==> config.mk <==
export PLATFORM = sky130hd
export DESIGN_NAME = tlk2711_tx_sched
export DESIGN_NICKNAME = d
export VERILOG_FILES = /design/src/rtl/tlk2711_tx_sched.sv
export SDC_FILE = /design/constraint.sdc
export NUM_CORES = 1
export LEC_CHECK = 0
export ABC_AREA = 1
export CAP_MARGIN = 20
export CELL_PAD_IN_SITES_DETAIL_PLACEMENT = 1
export CELL_PAD_IN_SITES_GLOBAL_PLACEMENT = 1
export CORE_MARGIN = 2
export CORE_UTILIZATION = 37
export CTS_CLUSTER_SIZE = 16
export DETAILED_ROUTE_END_ITERATION = 8
export PLACE_DENSITY = 0.92
export SLEW_MARGIN = 30
export SYNTH_ARGS = -nofsm -noshare
export SYNTH_HDL_FRONTEND = slang
export SYNTH_SLANG_ARGS = --single-unit
==> constraint.sdc <==
create_clock -name clk -period 4.2 [get_ports clk]
set_input_delay 0.84 -clock clk [delete_from_list [all_inputs] [get_ports clk]]
set_output_delay 0.84 -clock clk [all_outputs]
set_load 0.01 [all_outputs]
==> src/rtl/tlk2711_tx_sched.sv <==
// rtl/tlk2711_tx_sched.sv - per-file TX scheduler: frame split, DMA read issue, completion
// Splits one file into BODY_BYTES frames, issues one DMA read per frame, then waits for end-of-file.
module tlk2711_tx_sched #(
  parameter int ADDR_WIDTH      = 48,
  parameter int LEN_WIDTH       = 24,
  parameter int BODY_BYTES      = 870,
  parameter int REQ_BYTES       = 872,
  parameter int FRAME_STRIDE    = 872,
  parameter int MAX_OUTSTANDING = 4
) (
  input  logic                  clk,
  input  logic                  rst,
  input  logic                  i_soft_reset,
  input  logic                  i_start,
  input  logic [3:0]            i_tx_mode,
  input  logic [ADDR_WIDTH-1:0] i_base_addr,
  input  logic [LEN_WIDTH-1:0]  i_file_len,
  output logic                  o_tx_start,
  output logic [3:0]            o_tx_mode,
  output logic [15:0]           o_tx_packet_body,
  output logic [15:0]           o_tx_packet_tail,
  output logic [15:0]           o_tx_body_num,
  output logic                  o_dma_cmd_valid,
  input  logic                  i_dma_cmd_ready,
  output logic [ADDR_WIDTH-1:0] o_dma_cmd_addr,
  output logic [15:0]           o_dma_cmd_len,
  input  logic                  i_dma_cmd_done,
  input  logic                  i_tx_interrupt,
  output logic                  o_busy,
  output logic                  o_done,
  output logic                  o_err_len,
  output logic [15:0]           o_cmd_cnt
);
  localparam int OW = $clog2(MAX_OUTSTANDING + 1);

  typedef enum logic [2:0] {IDLE, CALC, LAUNCH, ISSUE, WAIT_TX, TEST_RUN} state_t;

  state_t                state_q, state_d;
  logic [ADDR_WIDTH-1:0] addr_q, addr_d;
  logic [LEN_WIDTH-1:0]  rem_q, rem_d;
  logic [3:0]            mode_q, mode_d;
  logic [15:0]           body_num_q, body_num_d;
  logic [15:0]           tail_q, tail_d;
  logic [15:0]           cmd_cnt_q, cmd_cnt_d;
  logic [OW-1:0]         out_q, out_d;
  logic                  valid_q, valid_d;
  logic                  start_q, start_d;
  logic                  done_q, done_d;
  logic                  err_q, err_d;
  logic                  irq_q, irq_d;
  logic                  accept;
  logic                  can_issue;

  assign accept = valid_q & i_dma_cmd_ready;

  // A done pulse with nothing outstanding is spurious and dropped.
  always_comb begin
    out_d = out_q;
    if (accept && !i_dma_cmd_done) begin
      out_d = out_q + OW'(1);
    end else if (!accept && i_dma_cmd_done && (out_q != '0)) begin
      out_d = out_q - OW'(1);
    end
  end

  // Valid for next cycle is decided against next cycle's outstanding count.
  assign can_issue = (out_d < OW'(MAX_OUTSTANDING));

  always_comb begin
    state_d    = state_q;
    addr_d     = addr_q;
    rem_d      = rem_q;
    mode_d     = mode_q;
    body_num_d = body_num_q;
    tail_d     = tail_q;
    cmd_cnt_d  = cmd_cnt_q;
    irq_d      = irq_q;
    valid_d    = 1'b0;
    start_d    = 1'b0;
    done_d     = 1'b0;
    err_d      = 1'b0;

    if ((state_q == CALC || state_q == LAUNCH || state_q == ISSUE) && i_tx_interrupt) begin
      irq_d = 1'b1;
    end

    case (state_q)
      IDLE: begin
        if (i_start) begin
          mode_d    = i_tx_mode;
          addr_d    = i_base_addr;
          cmd_cnt_d = '0;
          irq_d     = 1'b0;
          if (i_tx_mode != 4'd0) begin
            state_d = TEST_RUN;
            start_d = 1'b1;
          end else if (i_file_len == '0) begin
            err_d = 1'b1;
          end else begin
            state_d    = CALC;
            rem_d      = i_file_len;
            body_num_d = '0;
          end
        end
      end
      CALC: begin
        if (rem_q > LEN_WIDTH'(BODY_BYTES)) begin
          rem_d      = rem_q - LEN_WIDTH'(BODY_BYTES);
          body_num_d = body_num_q + 16'd1;
        end else begin
          tail_d  = rem_q[15:0];
          state_d = LAUNCH;
          start_d = 1'b1;
        end
      end
      LAUNCH: begin
        state_d = ISSUE;
        valid_d = can_issue;
      end
      ISSUE: begin
        if (accept) begin
          addr_d    = addr_q + ADDR_WIDTH'(FRAME_STRIDE);
          cmd_cnt_d = cmd_cnt_q + 16'd1;
          if (cmd_cnt_q == body_num_q) begin
            state_d = WAIT_TX;
          end else begin
            valid_d = can_issue;
          end
        end else if (valid_q) begin
          valid_d = 1'b1;
        end else begin
          valid_d = can_issue;
        end
      end
      WAIT_TX: begin
        if (i_tx_interrupt || irq_q) begin
          done_d  = 1'b1;
          irq_d   = 1'b0;
          state_d = IDLE;
        end
      end
      TEST_RUN: begin
        state_d = TEST_RUN;
      end
      default: begin
        state_d = IDLE;
      end
    endcase
  end

  always_ff @(posedge clk) begin
    if (rst || i_soft_reset) begin
      state_q    <= IDLE;
      addr_q     <= '0;
      rem_q      <= '0;
      mode_q     <= '0;
      body_num_q <= '0;
      tail_q     <= '0;
      cmd_cnt_q  <= '0;
      out_q      <= '0;
      irq_q      <= 1'b0;
      valid_q    <= 1'b0;
      start_q    <= 1'b0;
      done_q     <= 1'b0;
      err_q      <= 1'b0;
    end else begin
      state_q    <= state_d;
      addr_q     <= addr_d;
      rem_q      <= rem_d;
      mode_q     <= mode_d;
      body_num_q <= body_num_d;
      tail_q     <= tail_d;
      cmd_cnt_q  <= cmd_cnt_d;
      out_q      <= out_d;
      irq_q      <= irq_d;
      valid_q    <= valid_d;
      start_q    <= start_d;
      done_q     <= done_d;
      err_q      <= err_d;
    end
  end

  assign o_tx_start       = start_q;
  assign o_tx_mode        = mode_q;
  assign o_tx_packet_body = 16'(BODY_BYTES);
  assign o_tx_packet_tail = tail_q;
  assign o_tx_body_num    = body_num_q;
  assign o_dma_cmd_valid  = valid_q;
  assign o_dma_cmd_addr   = addr_q;
  assign o_dma_cmd_len    = 16'(REQ_BYTES);
  assign o_busy           = (state_q != IDLE);
  assign o_done           = done_q;
  assign o_err_len        = err_q;
  assign o_cmd_cnt        = cmd_cnt_q;

endmodule

## Yosys cells after proc, flatten, opt, wreduce, memory -nomap -nowiden

Index checks and enable logic that the tools add are counted.

- Flip-flop bits (word level): 135
- Input port bits: 83
- Output and inout bits: 137
- Logic and storage cells: 105

- $add $sub $neg: 6
- Order comparisons: 2
- Equality and inequality tests: 15
- Mux-type cells: 40
- Bitwise logic cells: 5
- Reduce and logical (&&, ||, !) cells: 24

Operators by type and width:

| kind | count |
|---|---|
| $mux W16 | 6 |
| $mux W24 | 4 |
| $mux W48 | 2 |
| $pmux W48 S2 | 1 |
| $pmux W16 S2 | 2 |
| $add A48 B10 Y48 const B | 1 |
| $pmux W24 S2 | 1 |
| $add A16 B1 Y16 const B | 2 |
| $mux W3 | 9 |
| $gt A24 B10 Y1 const B | 1 |
| $logic_not A24 Y1 | 1 |
| $sub A24 B10 Y24 const B | 1 |
| $pmux W3 S6 | 1 |
| $eq A16 B16 Y1 | 1 |
| $ne A2 B2 Y1 const B | 6 |
| $mux W1 | 11 |
| $eq A3 B2 Y1 const B | 2 |
| $eq A3 B3 Y1 const B | 2 |
| $pmux W1 S2 | 3 |
| $reduce_and A6 Y1 | 1 |
| $reduce_bool A3 Y1 | 2 |
| $reduce_and A5 Y1 | 1 |
| $logic_and A1 B1 Y1 | 4 |
| $logic_or A1 B1 Y1 | 4 |
| 16 further kinds | 23 |

## Longest topological paths before layout

Gate-level depths: netlist of the first run.

- Word-level depth: 10
- Depth in mapped cells: 13
- Depth with buffers taken out: 13

## Worst setup path after synthesis of the first run

No wires, ideal clock.

- Kind: input port to flip-flop
- Start point: input port i_file_len[2]
- End point: register rem_q[7]
- Data arrival time: 1.750 ns
- Data required time: 4.087 ns
- Path slack: 2.337 ns
- Cell stages on the path: 11
- Path buffers: 1
- Path through: nor2_1 > nand2_1 > nor2_1 > nand3_1 > nand2_2 > nand2_2 > nand3_4 > buf_6 > nand2_1 > nand2_1 > nor2_1

- Word-level cells in the longest chain between the ends: 3

Ends and longest elaborated chain:

| item | line | source |
|---|---|---|
| start, declared | 17 | `input logic [LEN_WIDTH-1:0] i_file_len,` |
| $logic_not A24 Y1 | 97 | `end else if (i_file_len == '0) begin` |
| $ne A2 B2 Y1 (no line) | - |  |
| $reduce_and A5 Y1 (no line) | - |  |
| end signal, assigned | 169 | `rem_q <= rem_d;` |
| end, declared | 40 | `logic [LEN_WIDTH-1:0] rem_q, rem_d;` |

Every way passes these cells.
A chain may end at the register's enable or synchronous reset.

## Worst setup path after layout of the first run

- Start point: input port i_file_len[17]
- End point: register body_num_q[15], in the netlist o_tx_body_num[15]

- Word-level cells in the longest chain between the ends: 3

Ends and longest elaborated chain:

| item | line | source |
|---|---|---|
| $logic_not A24 Y1 | 97 |  |
| $ne A2 B2 Y1 (no line) | - |  |
| $reduce_and A5 Y1 (no line) | - |  |
| end signal, assigned | 171 | `body_num_q <= body_num_d;` |
| end, declared | 42 | `logic [15:0] body_num_q, body_num_d;` |

Every way passes these cells.

==> results.yml, run 1 <==
run_status:
  status: "completed"
global_routing:
  grt_pass1_vias: 10809
  top_usage_layer: "met2"
  overflow: 0
  grt_max_degree: 65
  antenna_found_initial: 0
  use_met2: 0.473
  grt_pass1_wl_mm: 55.8
  use_met3: 0.0514
  grt_use_met1: 0.326
  grt_usage: 0.268
logic_synthesis:
  synth_top_area_frac: 0.301
  synth_cell_types: 43
  seq_area_frac_synth: 0.301
  synth_area_um2: 8990
  ys_ff_latch: 135
  synth_flop_cell: "dfxtp_1"
  synth_commonest_cells: "nand2_1 (475), nor2_1 (222), dfxtp_1 (135)"
  synthCells: 1521
  synth_edf_count: 0
  yosysTopAreaCell: "dfxtp_1"
  yosysWarnings: 0
  synth_area_per_cell_um2: 5.91
  synthTopCellsByArea: "dfxtp_1 (30%), nand2_1 (20%), nor2_1 (9.3%), a21oi_1 (7.1%), nand3_1 (5.8%)"
  synth_most_common_cell: "nand2_1"
  async_flop_share: 0
place:
  post-place-cells: 1985
  placed_area_um2: 10900
  place.gp.congestion: 0.945
  io_buffer_count: 187
  dp_hpwl_mm: 25.9
clock_network:
  cts_resized: 0
  clk_pin_slew_ns: 0.07
  cts_tree: "built"
  root_buffer: "clkbuf_16"
  cts.sinks: 135
  clockBufferDepth: 2
  htree_levels: 4
  cts_buffers: 17
  clk_latency_ns: 0.44
  post-cts-setup-buffer-count: 0
  cts_hold_buffers: 0
die:
  die_w_um: 160
  initial_core_util: 0.373
  floorplan.rows: 57
  die_y_um: 160
  die-area_um2: 25600
  core_um2: 24100
  pin_count: 220
layout:
  ff_latch_area_um2: 2700
  fill_cells: 3316
  multi_input_area_um2: 5360
  diodes: 0
  layout.nets: 1770
  instances_no_fill: 2017
  final_area_um2: 11500
  layout-drive-gt1-share: 0.0490
  area_growth_pct: 28.2
critical_path:
  start_kind: "input pin"
  reg2reg_slack_ns: 1.43
  crit_arrival_ns: 3.19
  cp_slowest_cell: "nand3_4"
  path_cells: "clkdlybuf4s50_1 > nor2_1 > nand2_1 > nor2_1 > nand3_1 > nand2_2 > nand2_2 > nand3_4 > nand2_1 > a21oi_1"
  path_max_fanout: 64
  critical_path_class: "in2reg"
  r2r_start: "state_q[2]"
  worst_r2r_endpoint: "o_tx_body_num[15]"
  crit_path_start: "i_file_len[17]"
  endpoint_kind: "flop"
  crit_family: "simple AND/OR/NAND/NOR gates"
  worst_r2r_path_depth: 8
  cp_num_buf_inv: 1
  cp.required_ns: 4.55
  max_stage_delay_ns: 0.66
route:
  first_pass_iters: 5
  drtIter0Drc: 837
  drc: 0
  avgViaCountPerCell: 5.36
  vias: 10802
  wl_mm: 35.1
  routedWlPerCell_um: 17.4
  antenna_left: 0
sta:
  slew_headroom: 0.501
  maxSlewViolCount: 0
  tns_ns: 0
  setup_violations: 0
  fin_crit_ns: 2.85
  final-hold-violation-count: 0
  fin_worst_skew_ns: 0.0194
  min_period_over_period: 0.677
  tightest_slew_ns: 0.749
  max_freq_mhz: 351
  grt_setup_unrepaired: "no"
min_path:
  worstHoldStart: "o_tx_packet_tail[13]"
  hold_path_end: "o_tx_packet_tail[13]"
  min_path_cells: 2
  hp-class: "reg2reg"
power_and_ir_drop:
  p_leak_nw: 4.65
  power.density_nw_per_um2: 360
  power_frac_clock: 0.364
  seq_power_share: 0.355
  swShare: 0.379
  intPower_mw: 2.58
  switching_power_mw: 1.57
  irDropWorstVdd_uv: 184
  pwr-share-comb: 0.281
run:
  max_cap_violations: 0
-- worst min-delay path: stages (launching register included) --
cell,delay (ns)
dfxtp_1,0.31
nand2_1,0.06
nor2_1,0.03
-- state kept, by name (all words and copies together), names as in the netlist --
register / count
o_dma_cmd_addr: 48
out_q: 3
o_done: 1
o_dma_cmd_valid: 1
state_q: 3
o_tx_mode: 4
o_tx_packet_tail: 16
o_tx_body_num: 16
o_err_len: 1
o_tx_start: 1
rem_q: 24
irq_q: 1
o_cmd_cnt: 16
-- cells in the final DEF, fill, tap and decap left out, types with 6 or more instances in the layout --
master,count
inv_2,13
dfxtp_1,135
buf_4,9
xor2_1,11
inv_1,130
nand4_1,46
nor2_1,221
nor3_1,18
or2_2,7
a21oi_1,127
clkbuf_16,17
o21ai_0,75
clkdlybuf4s50_1,187
conb_1,32
nand2_1,475
nand3_1,104
nand2_2,6
ha_1,7
-- logic make-up after synthesis --
group	after synthesis	synth area share
XOR/XNOR	15	0.0146
AND/OR/NAND/NOR	903	0.424
other	2	0.000835
flip-flops	135	0.301
AO/OA/AOI/OAI	230	0.134
adder cells (fa/ha/maj)	7	0.00974
buffers and inverters	229	0.116
-- power groups by stage --
stage | logic (mW) | clock network (mW) | registers (mW)
floorplan | 0.766 | 0 | 1.49
global placement | 1.10 | 0 | 1.50
detailed placement | 1.15 | 0 | 1.50
CTS | 1.16 | 1.53 | 1.47
global route | 1.30 | 1.59 | 1.48
finish | 1.17 | 1.51 | 1.47
-- worst max-delay path by stage --
stage	to	slack, ns	cells past startpoint
2_1_floorplan	rem_q[7]	2.34	11
3_3_place_gp	o_tx_body_num[4]	1.09	8
3_5_place_dp	o_tx_body_num[3]	1.03	8
4_1_cts	o_tx_body_num[15]	1.39	10
5_1_grt	o_tx_body_num[15]	1.21	10
6_report	o_tx_body_num[15]	1.35	10
-- stage by stage --
stage               total power [mW]  utilization  setup WS [ns]  hold slack (ns)
floorplan                       2.25            -           2.34            0.450
global placement                2.60        0.454           1.09            0.428
detailed placement              2.65        0.454           1.03            0.434
CTS                             4.16        0.478           1.39            0.445
global route                    4.37        0.478           1.21            0.462
finish                          4.15        0.478           1.35            0.442
-- layer usage --
metal | up-vias | wire (um)
met2 | 358 | 17300
met3 | 66 | 1970
met4 | 0 | 1030
li1 | 5157 | -
met1 | 5221 | 14800
met5 | - | 0
-- area by class of cell --
class | count | area share
clock buffers | 17 | 0.0369
flip-flops and latches | 135 | 0.234
clock inverters | 15 | 0.0136
multi-input cells | 1187 | 0.465
repair buffers | 196 | 0.168
well taps | 324 | 0.0352
inverters | 143 | 0.0466
(Power assumes the default switching activity.)
==> run 2: changes to the inputs <==
CORE_UTILIZATION = 34   (was 37)
PLACE_DENSITY = 0.85   (was 0.92)
clock period = 3 ns   (was 4.2 ns; I/O delays follow)
==> results.yml, run 2 (synthesis results as in run 1) <==
run_status:
  status: "completed"
global_routing:
  use_met2: 0.432
  grt_use_met1: 0.297
  antenna_found_initial: 0
  overflow: 0
  top_usage_layer: "met2"
  grt_pass1_wl_mm: 55.1
  grt_usage: 0.244
  grt_pass1_vias: 10556
  grt_max_degree: 46
  use_met3: 0.0478
sta:
  whs_ns: 0.442
  grt_setup_unrepaired: "no"
  final-hold-violation-count: 0
  max_freq_mhz: 399
  slew_headroom: 0.649
  setup_violations: 0
  fin_worst_skew_ns: 0.0132
  tightest_slew_ns: 0.526
  tns_ns: 0
  min_period_over_period: 0.836
  maxSlewViolCount: 0
  fin_crit_ns: 2.51
power_and_ir_drop:
  p_leak_nw: 4.73
  power.density_nw_per_um2: 516
  total_power_mw: 6.02
  intPower_mw: 3.90
  power_frac_clock: 0.385
  seq_power_share: 0.343
  pwr-share-comb: 0.273
  swShare: 0.352
  switching_power_mw: 2.12
  irDropWorstVdd_uv: 279
die:
  core_um2: 26000
  initial_core_util: 0.346
  pin_count: 220
  die_w_um: 167
  floorplan.rows: 59
  die-area_um2: 27800
  die_y_um: 167
critical_path:
  start_kind: "flop"
  worst_r2r_path_depth: 11
  cp.required_ns: 3.36
  crit_arrival_ns: 2.87
  path_max_fanout: 33
  endpoint_kind: "flop"
  critical_path_class: "reg2reg"
clock_network:
  clockBufferDepth: 2
  root_buffer: "clkbuf_16"
  clk_pin_slew_ns: 0.07
  cts_hold_buffers: 0
  clk_latency_ns: 0.43
  post-cts-setup-buffer-count: 0
  htree_levels: 4
  cts_tree: "built"
  cts_resized: 0
  cts_buffers: 17
  cts.sinks: 135
place:
  io_buffer_count: 187
  place.gp.congestion: 0.890
  dp_hpwl_mm: 25.9
min_path:
  hp-class: "reg2reg"
  min_path_cells: 2
layout:
  fill_cells: 3514
  final_core_util: 0.449
  largest_reg_flops: 48
  mostFrequentLayoutCells: "nand2_1 (475), nor2_1 (221), clkdlybuf4s50_1 (187), dfxtp_1 (135), inv_1 (130)"
  final_common_cell: "nand2_1"
  diodes: 0
  layout.nets: 1778
  layout-drive-gt1-share: 0.0535
  area_growth_pct: 29.7
route:
  antenna_left: 0
  avgViaCountPerCell: 5.21
  routedWlPerCell_um: 16.9
  drc: 0
  wl_mm: 34.4
  drtIter0Drc: 702
  vias: 10617
  first_pass_iters: 5
run:
  max_cap_violations: 0
[run 2: changes by cell type in the layout (fill, tap and decap cells not counted), sizes merged]
cell,before,now
buf,9,17
bufinv,0,3
clkinv,4,1
clkbuf,17,19
clkinvlp,2,0
[run 2: path summary, 6_finish.rpt]
kind                         from                   end  slack [ns]
max                      rem_q[1]             rem_q[15]        0.49
max reg2reg              rem_q[1]             rem_q[15]        0.49
min          o_tx_packet_tail[15]  o_tx_packet_tail[15]        0.44
min reg2reg  o_tx_packet_tail[15]  o_tx_packet_tail[15]        0.44
[run 2: power by group through the flow]
stage               combinational (mW)  sequential, mW  clock, mW
floorplan                         1.07            2.08          0
global placement                  1.59            2.10          0
detailed placement                1.64            2.10          0
CTS                               1.65            2.06       2.35
global route                      1.84            2.08       2.45
finish                            1.64            2.06       2.32
[run 2: metrics by stage]
| step | instances | worst slack [ns] | cell area [um^2] |
|---|---|---|---|
| after floorplan | 1551 | 1.28 | 9100 |
| after global placement | 2004 | 0.382 | 11000 |
| after detailed placement | 2004 | 0.258 | 11000 |
| after CTS | 2036 | 0.479 | 11700 |
| after global routing | 2036 | 0.203 | 11700 |
| final | 2036 | 0.492 | 11700 |
[run 2: layer usage]
metal	part of all wire	wire length [um]	vias to the layer above
li1	-	-	5169
met1	0.43	14700	5078
met2	0.49	16900	312
met3	0.056	1930	58
met4	0.025	855	0
met5	0	0	-
[run 2: layout make-up]
class                      instances  area, um^2  area share
clock inverter                    13         180      0.0154
sequential                       135        2700       0.232
multi-input combinational       1187        5360       0.460
timing repair buffer             204        2010       0.172
clock buffer                      19         453      0.0388
inverter                         143         537      0.0460
tap                              335         419      0.0359
[run 2: worst max-delay path: stages, from the launching register on]
cell     delay [ns]
dfxtp_1        0.40
nand2_1        0.10
nand3_1        0.16
nand2_1        0.18
a21oi_1        0.18
nand2_1        0.15
nand3_4        0.29
nand3_4        0.41
buf_12         0.32
nand2_1        0.07
nand2_1        0.04
nor2_1         0.11
